<file path="src/rtl/fsm_defs_pkg.sv">
// State encodings shared by the button input stage and the 2-bit counter block.
// The counter reuses STATE_W so both blocks agree on the state-register width.
package fsm_defs;

  localparam int STATE_W = 2;

  localparam logic [STATE_W-1:0] IDLE        = 2'b00;
  localparam logic [STATE_W-1:0] PRESS_CHK   = 2'b01;
  localparam logic [STATE_W-1:0] HELD        = 2'b10;
  localparam logic [STATE_W-1:0] RELEASE_CHK = 2'b11;

  // The debounced level is high once a press is accepted, until its release is confirmed.
  function automatic logic is_pressed(input logic [STATE_W-1:0] s);
    return (s == HELD) || (s == RELEASE_CHK);
  endfunction

endpackage

</file>
<file path="src/rtl/sync_2ff.sv">
// Two-flop synchronizer for a single asynchronous level input.
// Reusable for any other asynchronous input that needs to be brought into the clk domain.
module sync_2ff (
  input  logic clk,
  input  logic rst,
  input  logic d,
  output logic q
);

  logic s1;

  // NOTE: sequential state uses non-blocking assignments so s1 and q update together at the edge.
  always_ff @(posedge clk or posedge rst) begin
    if (rst) begin
      s1 <= 1'b0;
      q  <= 1'b0;
    end else begin
      s1 <= d;
      q  <= s1;
    end
  end

endmodule

</file>
<file path="src/rtl/button_pulse_fsm.sv">
// Debounces a raw push-button level and emits one registered pulse per confirmed press,
// plus the debounced level for LEDs/debug.
module button_pulse_fsm
  import fsm_defs::*;
#(
  parameter  int DEBOUNCE_CYCLES = 4,
  localparam int CNT_W           = $clog2(DEBOUNCE_CYCLES + 1)
) (
  input  logic               clk,
  input  logic               rst,
  input  logic               btn_in,
  output logic               pulse,
  output logic               btn_level,
  output logic [STATE_W-1:0] state_dbg
);

  localparam logic [CNT_W-1:0] CNT_LAST = CNT_W'(DEBOUNCE_CYCLES - 1);
  localparam logic [CNT_W-1:0] CNT_ONE  = CNT_W'(1);

  logic               s2;
  logic [STATE_W-1:0] state, state_next;
  logic [CNT_W-1:0]   cnt, cnt_next;
  logic               pulse_next;

  sync_2ff u_sync (
    .clk (clk),
    .rst (rst),
    .d   (btn_in),
    .q   (s2)
  );

  // NOTE: every signal gets a default at the top of always_comb so no path infers a latch.
  always_comb begin
    state_next = state;
    cnt_next   = cnt;
    pulse_next = 1'b0;
    case (state)
      IDLE: begin
        if (s2) begin
          state_next = PRESS_CHK;
          cnt_next   = '0;
        end
      end
      PRESS_CHK: begin
        if (!s2) begin
          state_next = IDLE;
        end else if (cnt == CNT_LAST) begin
          state_next = HELD;
          pulse_next = 1'b1;
        end else begin
          cnt_next = cnt + CNT_ONE;
        end
      end
      HELD: begin
        if (!s2) begin
          state_next = RELEASE_CHK;
          cnt_next   = '0;
        end
      end
      RELEASE_CHK: begin
        // Bouncing back high returns to HELD without re-arming the pulse.
        if (s2) begin
          state_next = HELD;
        end else if (cnt == CNT_LAST) begin
          state_next = IDLE;
        end else begin
          cnt_next = cnt + CNT_ONE;
        end
      end
      default: state_next = IDLE;
    endcase
  end

  always_ff @(posedge clk or posedge rst) begin
    if (rst) begin
      state     <= IDLE;
      cnt       <= '0;
      pulse     <= 1'b0;
      btn_level <= 1'b0;
    end else begin
      state     <= state_next;
      cnt       <= cnt_next;
      pulse     <= pulse_next;
      btn_level <= is_pressed(state_next);
    end
  end

  assign state_dbg = state;

endmodule

</file>
<file path="config.mk">
export PLATFORM = sky130hd
export DESIGN_NAME = button_pulse_fsm
export DESIGN_NICKNAME = d
export VERILOG_FILES = /design/src/rtl/fsm_defs_pkg.sv /design/src/rtl/sync_2ff.sv /design/src/rtl/button_pulse_fsm.sv
export SDC_FILE = /design/constraint.sdc
export NUM_CORES = 1
export LEC_CHECK = 0
export BUFFER_PORTS_ARGS = -buffer_cell sky130_fd_sc_hd__buf_2
export CORE_AREA = 3 3 40 42
export CTS_CLUSTER_SIZE = 40
export DETAILED_ROUTE_END_ITERATION = 8
export DIE_AREA = 0 0 43 45
export PLACE_DENSITY_LB_ADDON = 0.12
export SYNTH_ARGS = -nofsm -noshare
export SYNTH_HDL_FRONTEND = slang
export SYNTH_SLANG_ARGS = --single-unit
export TNS_END_PERCENT = 30
</file>
<file path="constraint.sdc">
create_clock -name clk -period 3.04 [get_ports clk]
set_input_delay 0.152 -clock clk [delete_from_list [all_inputs] [get_ports clk]]
set_output_delay 0.152 -clock clk [all_outputs]
set_load 0.005 [all_outputs]
</file>
* Yosys cells after proc, flatten, opt, wreduce, memory -nomap -nowiden *
Cells that the tools add are included.

operators by class
  add/subtract/negate cells = 1
  reductions and logical operators = 3
  multiplexer cells = 16
  equality and inequality tests = 10

operators with widths
  kind                                                    number
  two-way mux 3 bit                                       5
  two-way mux 2 bit                                       6
  case mux 3 bit (4 select lines)                         1
  == test 2 bit (second input constant)                   4
  case mux 2 bit (4 select lines)                         1
  inequality test 2 x 1 -> 1 bit (second input constant)  2
  inequality test 2 bit (second input constant)           2
  AND reduction 4 bit                                     1
  adder 3 x 1 -> 3 bit (second input constant)            1
  == test 3 x 2 -> 1 bit (second input constant)          1
  two-way mux 1 bit                                       3
  == test 2 x 1 -> 1 bit (second input constant)          1
  logical NOT 2 bit                                       1
  logical OR 1 bit                                        1

storage, ports and cells
  register bits after elaboration = 9
  output and inout port bits = 4
  logic and storage cells = 36
  input port bits = 3

* Depth between registers and ports, before layout *
Gate-level depths: netlist of run 1.

  depth after elaboration = 6
  depth in mapped cells = 5
  depth with buffers taken out = 5

* Hierarchy *
A second synthesis of run 1 with hierarchy kept.

second synthesis, totals
  cells, all modules = 29
  area total of the unflattened synthesis = 376.6 um^2

modules (own cells, without submodules)
  module            cells each  seq. area each (um^2)  area an instance (um^2)  instances
  button_pulse_fsm  26          175.2                  322.8                    1
  sync_2ff          3           50.0                   53.8                     1

* Worst setup path before layout of run 1 *
No wires, ideal clock.

  kind = reg2reg
  from = reg cnt[0]
  to = reg btn_level
  setup time = 0.128 ns
  cell stages (with the launch flop) = 5
  data required time = 2.912 ns
  arrival time = 1.225 ns
  clock period less this slack = 1.352 ns
  path slack = 1.688 ns
  path buffers = 0
  cells stage by stage = dfrtp_1 ha_1 ha_1 nand2_1 mux2_1

between the ends
  cells in the longest elaborated chain, start to end = 6
  elaborated cells between the ends (all ways) = 9
  classes of those cells = 3 x eq/ne; 5 x mux; 1 x reduce/logical

RTL lines
  what                                  RTL line                                        source
  start: declaration                    button_pulse_fsm.sv:22                          logic [CNT_W-1:0] cnt, cnt_next;
  start signal: assignment              button_pulse_fsm.sv:82                          cnt <= cnt_next;
  == test 3 x 2 -> 1 bit (*)            button_pulse_fsm.sv:47, button_pulse_fsm.sv:64
  two-way mux 2 bit (on tied branches)  button_pulse_fsm.sv:64, button_pulse_fsm.sv:47
  two-way mux 2 bit (on tied branches)  button_pulse_fsm.sv:62, button_pulse_fsm.sv:45
  case mux 2 bit (4 select lines) (*)   button_pulse_fsm.sv:37                          case (state)
  == test 2 bit                         fsm_defs_pkg.sv:14                              return (s == HELD) || (s == RELEASE_CHK);
  logical OR 1 bit (*)                  fsm_defs_pkg.sv:14
  end signal: assignment                button_pulse_fsm.sv:84                          btn_level <= is_pressed(state_next);
  end: declaration                      button_pulse_fsm.sv:13                          output logic btn_level,

Every way passes the cells marked *; elsewhere a longest branch is shown, timed or not.
A chain may end at the register's enable or synchronous reset.

* Worst setup path after layout of run 1 *
Same ends and word-level chain as after synthesis.

==> metrics.md, run 1 <==
| Metric | Value |
|---|---|
| WL/cell | ~11 um |
| FF-to-FF path depth | 4 |
| Area leader, netlist | dfrtp_1 |
| Worst path max stage delay | ~400 ps |
| Full die area | between 1500 and 2000 um2 |
| Initial cell density of the core | roughly 28% |
| Core outline area | 1280 um2 |
| Critical path class | reg2reg |
| Antenna violations before repair | 0 |
| Cell with the biggest individual delay on the critical path | dfrtp_1 |
| Vias/cell | approximately 4.3 |
| Pre-antenna DRT Iters | 2 |
| Status | complete, no violations |
| Worst skew pair latency | between 200 and 300 ps |
| Grt ovf | 0 |
| Filler Cells Inserted | 128 |
| Area growth, synth to finish | 26.3% |
| RSZ-0062 raised after global routing | false |
| Hold path depth | 0 |
| DRT antenna net count | 0 |
| Total GRT Usage | 7.74% |
| Most frequent cell after synthesis | dfrtp_1 |
| Die H | between 40 and 50 um |
| Final setup viols | 0 |
| Hold violation count in the final report | 0 |
| Tmin final | 1450 ps |
| Largest family of logic cells by synthesized area | multiplexers |
| Area contributors post-synth | dfrtp_1 62%, ha_1 6.9%, mux2_1 6.2% |
| CTS resizes | 0 |
| Crit share post-route | between 40% and 50% |
| Slew margin rel. | 78.1% |
| WP data arrival | ~1600 ps |
| Crit-path max FO | 4 |
| Proportion of synthesized area in mux cells | 9.00% |
| Clock transition at path regs | ~60 ps |
| CTS tree | yes |
| Share of the synthesized area in the top cell type | around 62% |
| Ratio of cells with drive above 1 in the final layout | a little over a quarter |
| Maximum VDD drop | about 0.31 mV |
| Post-Synthesis Cell Area | around 360 um2 |
| Setup TNS | 0 ps |
| Synth Register Bits | 9 |
| First-pass GRT wire length | just over 1 mm |
| Avg Inst Size Synth | roughly 14 um2 |
| Synth cell types | 15 |
| Cell Rows | 13 |
| Vias in the first global route | 245 |
| Asr flop ratio synth | between 90% and 100% |
| Simple-Gate Fraction of Synth Area | 6.23% |
| Number of port buffers | 6 |
| Peak Freq | between 600 and 700 MHz |
| CP Cell Sequence | ha_1 > ha_1 > nand2_1 > mux2_1 |
| Detailed Route Iter0 Violations | 1 |
| Largest net degree at the start of global routing | 10 |
| Adder-cell share of the synthesized area | around 6.9% |
| Power density cells | about 850 nW/um2 |
| Total Nets Final | between 40 and 50 |
| Final GP Congestion | ~0.69 |
| Hold crit path type | reg2reg |
| Xor/xnor share of the synthesized area | 4.84% |
| Total setup buffers inserted after CTS | 0 |
| CTS Hold Bufs | 2 |
| Final hold slack | approximately 350 ps |
| Slew @ Worst Pin | roughly 330 ps |
| Root Driver | clkbuf_4 |
| Commonest cells in the netlist | 9 x dfrtp_1, 2 x ha_1, 2 x inv_1, 2 x mux2_1 |
| Vias | between 200 and 250 |
| Syn Nets | 31 |
| Diode count | 0 |
| Slew Limit Fails | 0 |
| Routed Wire Length | 596 um |
| Worst path required time | about 3200 ps |
| Drc violations | 0 |
| Lkg Pwr | approximately 0.22 nW |
| DP HPWL | 446 um |
| Skew final | ~4.9 ps |
| CP endpoint kind | register |
| Worst path most repeated cell | ha_1 |
| Register area share after synthesis | 62.3% |
| Syn Inst Count | 26 |
| I/O pin count | 7 |
| CTS H-Tree Depth | 1 |
| Clk sinks | 9 |
| Total CTS buffers | 3 |
| CTS max path bufs | 2 |
| Post-synthesis compound-gate area fraction | about 8.7% |
| Number of synthesized flops with an enable pin | 0 |
| Top FF cell, synth | dfrtp_1 |
| Die width | 43 um |
| YS warnings | 0 |
| Crit start category | register |
| Max-Cap Viols | 0 |
-- power breakdown --
group / switching (mW) / total [mW] / leakage, nW / internal (mW)
combinational: 0.0530 / 0.113 / 0.0915 / 0.0595
clock: 0.0387 / 0.0891 / 0.0150 / 0.0504
sequential: 0.0317 / 0.188 / 0.114 / 0.157
total: 0.123 / 0.390 / 0.220 / 0.266
-- critical path, delay by kind of cell, from the launching register on --
kind          cells  cell delay (ps)
flops             1              390
mux               1              340
fa+ha+maj         2              420
simple gates      1              160
-- routing by layer --
| layer | part of all wire, % | vias up | track usage (%) |
|---|---|---|---|
| met4 | 1.3 | 0 | 7.23 |
| met2 | 43 | 5 | 9.88 |
| li1 | - | 116 | - |
| met3 | 5.4 | 2 | 3.98 |
| met5 | 0 | - | 0 |
| met1 | 50 | 106 | 9.20 |
-- flip-flops by register name, summed over array words and instances, names as in the netlist --
name / cells
u_sync.s1: 1
state_dbg: 2
btn_level: 1
pulse: 1
u_sync.q: 1
cnt: 3
-- cells in the final DEF, fill, tap and decap left out --
cell           count
dfrtp_1            9
buf_2              6
clkbuf_4           3
inv_1              2
mux2_1             2
ha_1               2
dlygate4sd3_1      2
xor2_1             1
nand3b_1           1
xnor2_1            1
a21oi_2            1
o22ai_1            1
nand2_1            1
nor3b_1            1
mux2i_1            1
nor2_1             1
a21boi_1           1
a31o_1             1
clkbuf_1           1
-- worst paths after layout --
path	startpoint	end	slack, ps
max reg2reg	cnt[0]	btn_level	1590
min reg2reg	u_sync.s1	u_sync.q	350
min in group asynchronous	rst	cnt[2]	390
max in group asynchronous	rst	state_dbg[1]	2400
max	cnt[0]	btn_level	1590
min	u_sync.s1	u_sync.q	350
-- kinds of logic after synthesis --
kind of cell,count (synthesis)
adder cells (fa/ha/maj),2
XOR/XNOR,2
AND/OR/NAND/NOR,4
buffers and inverters,2
flip-flops,9
AO/OA/AOI/OAI,4
multiplexers,3
-- through the flow --
stage / total power [mW] / util [%] / setup WS, ps / instance area (um2) / std cells
2_1_floorplan: 0.262 / - / 1690 / 362 / 26
3_3_place_gp: 0.302 / 31.9 / 1610 / 410 / 47
3_5_place_dp: 0.302 / 31.9 / 1610 / 410 / 47
4_1_cts: 0.397 / 35.5 / 1590 / 457 / 53
5_1_grt: 0.418 / 35.5 / 1530 / 457 / 53
6_report: 0.390 / 35.5 / 1590 / 457 / 53
-- layout make-up --
type | count | area [um2] | share of cell area (%)
flip-flops and latches | 9 | 225 | 49.3
repair buffers | 8 | 50.0 | 11.0
inverters | 2 | 7.51 | 1.64
clock buffers | 4 | 26.3 | 5.75
multi-input cells | 15 | 129 | 28.2
well taps | 15 | 18.8 | 4.11
Note: power is estimated with default switching activity, not from simulation.
==> run 2: changes to the inputs <==
==> constraint.sdc (replaced) <==
create_clock -name clk -period 1.3 [get_ports clk]
set_input_delay 0.065 -clock clk [delete_from_list [all_inputs] [get_ports clk]]
set_output_delay 0.065 -clock clk [all_outputs]
set_load 0.005 [all_outputs]
==> metrics.md, run 2 (synthesis results as in run 1) <==
| Metric | Value |
|---|---|
| Crit-path max FO | 4 (unchanged) |
| Die H | 45 um (unchanged) |
| WP data arrival | 1420 ps (-160 ps) |
| RR Endpoint | btn_level |
| Number of port buffers | 6 (unchanged) |
| Routed Wire Length | 690 um (+16%) |
| Pre-antenna DRT Iters | 2 (unchanged) |
| Slew @ Worst Pin | 339 ps (+10.5 ps) |
| Cell-internal power | 0.738 mW (+180%) |
| Final GP Congestion | 0.713 (+4.0%) |
| Die width | 43 um (unchanged) |
| Ratio of cells with drive above 1 in the final layout | 47.6% (+21 points) |
| Root Driver | clkbuf_4 |
| Status | complete, no violations |
| Buffers plus inverters on the worst setup path | 0 (unchanged) |
| Worst path required time | 1460 ps (-1710 ps) |
| Cell with the biggest individual delay on the critical path | dfrtp_1 |
| Core outline area | 1280 um2 (unchanged) |
| Worst path max stage delay | 390 ps (about the same) |
| Comb power frac | 38.8% (+9.9 points) |
| Vias in the first global route | 244 (-0.41%) |
| Total Nets Final | 48 (+9.1%) |
| Grt ovf | 0 (unchanged) |
| Placed Cells | 49 (+4.3%) |
| Skew final | 12.0 ps (+7.04 ps) |
| Cell Rows | 13 (unchanged) |
| DP HPWL | 457 um (+2.3%) |
| Full die area | 1940 um2 (unchanged) |
| CTS H-Tree Depth | 1 (unchanged) |
| Tmin final | 1270 ps (-182 ps) |
| Commonest cells after routing, fill and taps aside | 9 x dfrtp_1, 6 x buf_2, 3 x clkbuf_4, 3 x buf_4 |
| Crit share post-route | 97.3% (+50 points) |
| DRT antenna net count | 0 (unchanged) |
| Hold crit path type | in2async |
| WL/cell | 12.1 um (+7.6%) |
| Flop pwr share | 40.8% (-7.5 points) |
| Max-Cap Viols | 0 (unchanged) |
| I/O pin count | 7 (unchanged) |
| Total CTS buffers | 3 (unchanged) |
| Detailed Route Iter0 Violations | 2 (+1) |
| Critical path class | reg2reg |
| Worst skew pair latency | 270 ps (+20 ps) |
| Drc violations | 0 (unchanged) |
| Diode count | 0 (unchanged) |
| Reg2Reg Setup Slack | 30 ps (-1560 ps) |
| Clk pwr share | 20.4% (-2.4 points) |
| Power density cells | 2080 nW/um2 (+140%) |
| Number of flip-flops in the largest register | 3 (unchanged) |
| Final instance area | 534 um2 (+17%) |
| PnR Total Power | 1.11 mW (+180%) |
| CTS tree | yes |
| Final Non-Filler Cells | 57 (+7.5%) |
| Peak Freq | 790 MHz (+14%) |
| FF-to-FF path depth | 4 (unchanged) |
| Hold violation count in the final report | 0 (unchanged) |
| Placed Area | 430 um2 (+4.9%) |
| First-pass GRT wire length | 1.13 mm (+10%) |
| Area growth, synth to finish | 47.8% |
| Total GRT Usage | 8.94% (+1.2 points) |
| Clock transition at path regs | 70 ps (about the same) |
| Filler Cells Inserted | 132 (+3.1%) |
| RSZ-0062 raised after global routing | true |
| Lkg Pwr | 0.261 nW (+18%) |
| Initial cell density of the core | 28.1% (unchanged) |
| CP endpoint kind | register |
| Slew Limit Fails | 0 (unchanged) |
| Delay-heaviest family, CP | flip-flops |
| Antenna violations before repair | 0 (unchanged) |
| Maximum VDD drop | 0.698 mV (+130%) |
| Clk sinks | 9 (unchanged) |
| Vias | 254 (+11%) |
| CP Cell Sequence | ha_2 > ha_4 > nand2_4 > mux2_4 |
| Sw Pwr | 0.371 mW (+200%) |
| Switching part of the total | 33.5% (+1.8 points) |
| Vias/cell | 4.46 (+3.1%) |
| Largest net degree at the start of global routing | 10 (unchanged) |
| Final setup viols | 0 (unchanged) |
| CTS max path bufs | 2 (unchanged) |
| Most common cell after layout, fill and taps aside | dfrtp_1 |
| Slew margin rel. | 77.4% (-0.70 points) |
| FF-to-FF Start | cnt[1] |
| Crit start category | register |
| Top reg by flops | cnt |
[run 2: cell types whose count changed in the layout (fill, tap and decap cells not counted), moves of 2 or more]
cell | previous run | this run
ha_1 | 2 | 0
mux2_1 | 2 | 0
buf_4 | 0 | 3
mux2_4 | 0 | 2
[run 2: worst max-delay path by stage]
stage            from            to  slack [ps]  cells past startpoint
2_1_floorplan  cnt[0]     btn_level          10                      4
3_3_place_gp   cnt[0]        cnt[2]         -20                      5
3_5_place_dp   cnt[0]     btn_level         -30                      4
4_1_cts        cnt[1]  state_dbg[1]          20                      4
5_1_grt        cnt[1]     btn_level          -5                      4
6_report       cnt[1]     btn_level          30                      4
[run 2: area by class of cell]
class | count | area (um2) | share of cell area [%]
sequential | 9 | 225 | 42.2
inverter | 2 | 7.51 | 1.41
multi-input combinational | 15 | 173 | 32.3
tap | 15 | 18.8 | 3.51
clock buffer | 4 | 26.3 | 4.92
timing repair buffer | 12 | 83.8 | 15.7
[run 2: routing by layer]
layer,track usage (%),up-vias,wire [um]
met2,12.9,7,349
li1,-,121,-
met3,3.98,5,35
met5,0,-,0
met1,9.50,121,278
met4,9.04,0,27
[run 2: tightest hold or removal path, stage by stage]
cell and delay [ps]:
dlygate4sd3_1 530, buf_2 120, inv_1 260
[run 2: power by group through the flow]
stage,clock network (mW),registers [mW],logic (mW)
floorplan,0,0.440,0.181
global route,0.243,0.464,0.483
global placement,0,0.440,0.299
detailed placement,0,0.444,0.298
CTS,0.227,0.449,0.373
finish,0.226,0.453,0.430
[run 2: what timing repair did]
item / in CTS / in global routing
resized for setup: 4 / 4
buffers inserted: 2 / 0
endpoints found under the hold margin: 10 / 0
hold buffers: 2 / 0
endpoints found under the setup margin: 3 / 5
pin swaps: 1 / 1
[run 2: metrics by stage]
stage,setup slack [ps],setup TNS [ps],hold WS [ps],util (%)
2_1_floorplan,13.7,0,-107,-
3_3_place_gp,-22.9,-41.2,35.0,33.5
3_5_place_dp,-32.6,-49.4,43.2,33.5
4_1_cts,19.8,0,301,39.7
5_1_grt,-4.74,-4.74,321,41.6
6_report,34.9,0,291,41.6
==> run 3: changes to the inputs <==
--- a/config.mk
+++ b/config.mk
@@ -11,6 +11,7 @@
 export DETAILED_ROUTE_END_ITERATION = 8
 export DIE_AREA = 0 0 43 45
 export PLACE_DENSITY_LB_ADDON = 0.12
+export SETUP_SLACK_MARGIN = 0.15
 export SYNTH_ARGS = -nofsm -noshare
 export SYNTH_HDL_FRONTEND = slang
 export SYNTH_SLANG_ARGS = --single-unit
==> metrics.md, run 3 (synthesis results as in run 1) <==
| Metric | Value |
|---|---|
| Status | complete, no violations |
| Full die area | 1940 um2 (unchanged) |
| Pre-CTS WS | 33.5 ps (+66.1 ps) |
| Pre-antenna DRT Iters | 2 (unchanged) |
| Drc violations | 0 (unchanged) |
| Number of flip-flops in the largest register | 3 (unchanged) |
| Switching part of the total | 31.3% (-2.2 points) |
| Largest net degree at the start of global routing | 10 (unchanged) |
| Setup TNS | 0 ps (unchanged) |
| Comb power frac | 35.6% (-3.2 points) |
| Diode count | 0 (unchanged) |
| CP endpoint kind | register |
| DRT antenna net count | 0 (unchanged) |
| Number of port buffers | 6 (unchanged) |
| Total Nets Final | 47 (-2.1%) |
| Slew Limit Fails | 0 (unchanged) |
| I/O pin count | 7 (unchanged) |
| Worst path required time | 1450 ps (about the same) |
| Crit share post-route | 96.3% (-1.0 points) |
| CTS max path bufs | 2 (unchanged) |
| Routed Wire Length | 572 um (-17%) |
| Vias | 248 (-2.4%) |
| Crit-path max FO | 4 (unchanged) |
| Placed Area | 440 um2 (+2.3%) |
| Total CTS buffers | 3 (unchanged) |
| Maximum VDD drop | 0.674 mV (-3.5%) |
| First-pass GRT wire length | 1.02 mm (-9.7%) |
| Total GRT Usage | 8.00% (-0.94 points) |
| Hold violation count in the final report | 0 (unchanged) |
| Top reg by flops | cnt |
| Lkg Pwr | 0.252 nW (-3.3%) |
| Die width | 43 um (unchanged) |
| Skew final | 2.92 ps (-9.07 ps) |
| Clk pwr share | 21.0% (+0.6 points) |
| Cell Rows | 13 (unchanged) |
| Final setup viols | 0 (unchanged) |
| Flop pwr share | 43.5% (+2.7 points) |
| Slew margin rel. | 77.3% (about the same) |
| Most common cell after layout, fill and taps aside | dfrtp_1 |
| Commonest cells after routing, fill and taps aside | 9 x dfrtp_1, 6 x buf_2, 3 x clkbuf_4, 3 x buf_4 |
| Hold crit path type | in2async |
| Final instance area | 509 um2 (-4.7%) |
| Worst Setup Slack, final | 48.2 ps (+13.3 ps) |
| RSZ-0062 raised after global routing | true |
| Slew @ Worst Pin | 340 ps (+0.820 ps) |
| Crit start category | register |
| Grt ovf | 0 (unchanged) |
| Max-Cap Viols | 0 (unchanged) |
| Die H | 45 um (unchanged) |
| Clock transition at path regs | 60 ps (about the same) |
| Critical path class | reg2reg |
| Crit path from | cnt[1] |
| Vias in the first global route | 247 (+1.2%) |
| Clk sinks | 9 (unchanged) |
| Power density cells | 2000 nW/um2 (-3.5%) |
| Peak Freq | 799 MHz (+1.1%) |
| Antenna violations before repair | 0 (unchanged) |
| DP HPWL | 428 um (-6.2%) |
| CTS tree | yes |
| FF-to-FF Start | cnt[1] |
| WL/cell | 10.2 um (-16%) |
| Initial cell density of the core | 28.1% (unchanged) |
| Ratio of cells with drive above 1 in the final layout | 43.9% (-3.7 points) |
| Tmin final | 1250 ps (-13.3 ps) |
| Core outline area | 1280 um2 (unchanged) |
| Root Driver | clkbuf_4 |
| Sw Pwr | 0.319 mW (-14%) |
| Filler Cells Inserted | 131 (-0.76%) |
| Area growth, synth to finish | 40.8% |
| Worst skew pair latency | 260 ps (about the same) |
| Cell-internal power | 0.701 mW (-5.0%) |
| Final GP Congestion | 0.600 (-16%) |
| CTS H-Tree Depth | 1 (unchanged) |
| Vias/cell | 4.43 (-0.62%) |
| WP data arrival | 1400 ps (-20 ps) |
| Detailed Route Iter0 Violations | 1 (-1) |
==> run 3: cell count changes in the layout (fill, tap and decap cells not counted), sizes merged <==
cell | previous run | this run
buf | 10 | 9
==> run 3: metal layers <==
metal | global-route usage (%) | vias to the layer above | wire length, um
li1 | - | 121 | -
met1 | 7.96 | 117 | 250
met2 | 11.7 | 6 | 263
met3 | 3.59 | 4 | 32
met4 | 9.04 | 0 | 25
met5 | 0 | - | 0
==> run 3: repair_timing <==
action | 4_1_cts | 5_1_grt
hold buffers | 2 | 0
gates resized for setup | 0 | 0
pin swaps | 2 | 1
endpoints found under the setup margin | 6 | 6
hold endpoints to repair | 10 | 0
buffers inserted | 2 | 1
==> run 3: path summary, 6_finish.rpt <==
check                                    end  slack (ps)  cells after the start
worst max register to register     btn_level          50                      4
worst min register to register      u_sync.q         350                      0
max in group asynchronous       state_dbg[1]         750                      3
worst max-delay path               btn_level          50                      4
worst min-delay path               btn_level         300                      3
min in group clk                    u_sync.q         350                      0
==> run 3: critical path, cell delays in order (launching register included) <==
cell and delay, ps:
dfrtp_1 380, ha_2 200, ha_4 180, nand2_4 90, mux2_4 290
==> run 3: cell type report <==
cell class / count / area, um2 / share of cell area [%]
tap: 15 / 18.8 / 3.69
clock buffer: 4 / 26.3 / 5.16
multi-input combinational: 15 / 159 / 31.2
sequential: 9 / 225 / 44.2
timing repair buffer: 11 / 72.6 / 14.3
inverter: 2 / 7.51 / 1.47
==> run 3: power groups by stage <==
stage | clock network (mW) | logic [mW] | registers, mW
after floorplan | 0 | 0.228 | 0.447
after global placement | 0 | 0.314 | 0.448
after detailed placement | 0 | 0.318 | 0.455
after CTS | 0.219 | 0.358 | 0.446
after global routing | 0.235 | 0.417 | 0.457
final | 0.214 | 0.363 | 0.443
==> run 3: through the flow <==
stage	hold WS [ps]	utilization [%]	cells	power [mW]
final	304	39.6	56	1.02
after global routing	337	39.6	56	1.11
after CTS	311	39.0	55	1.02
after detailed placement	40.5	34.3	47	0.773
after global placement	36.9	34.3	47	0.762
after floorplan	-107	-	26	0.675
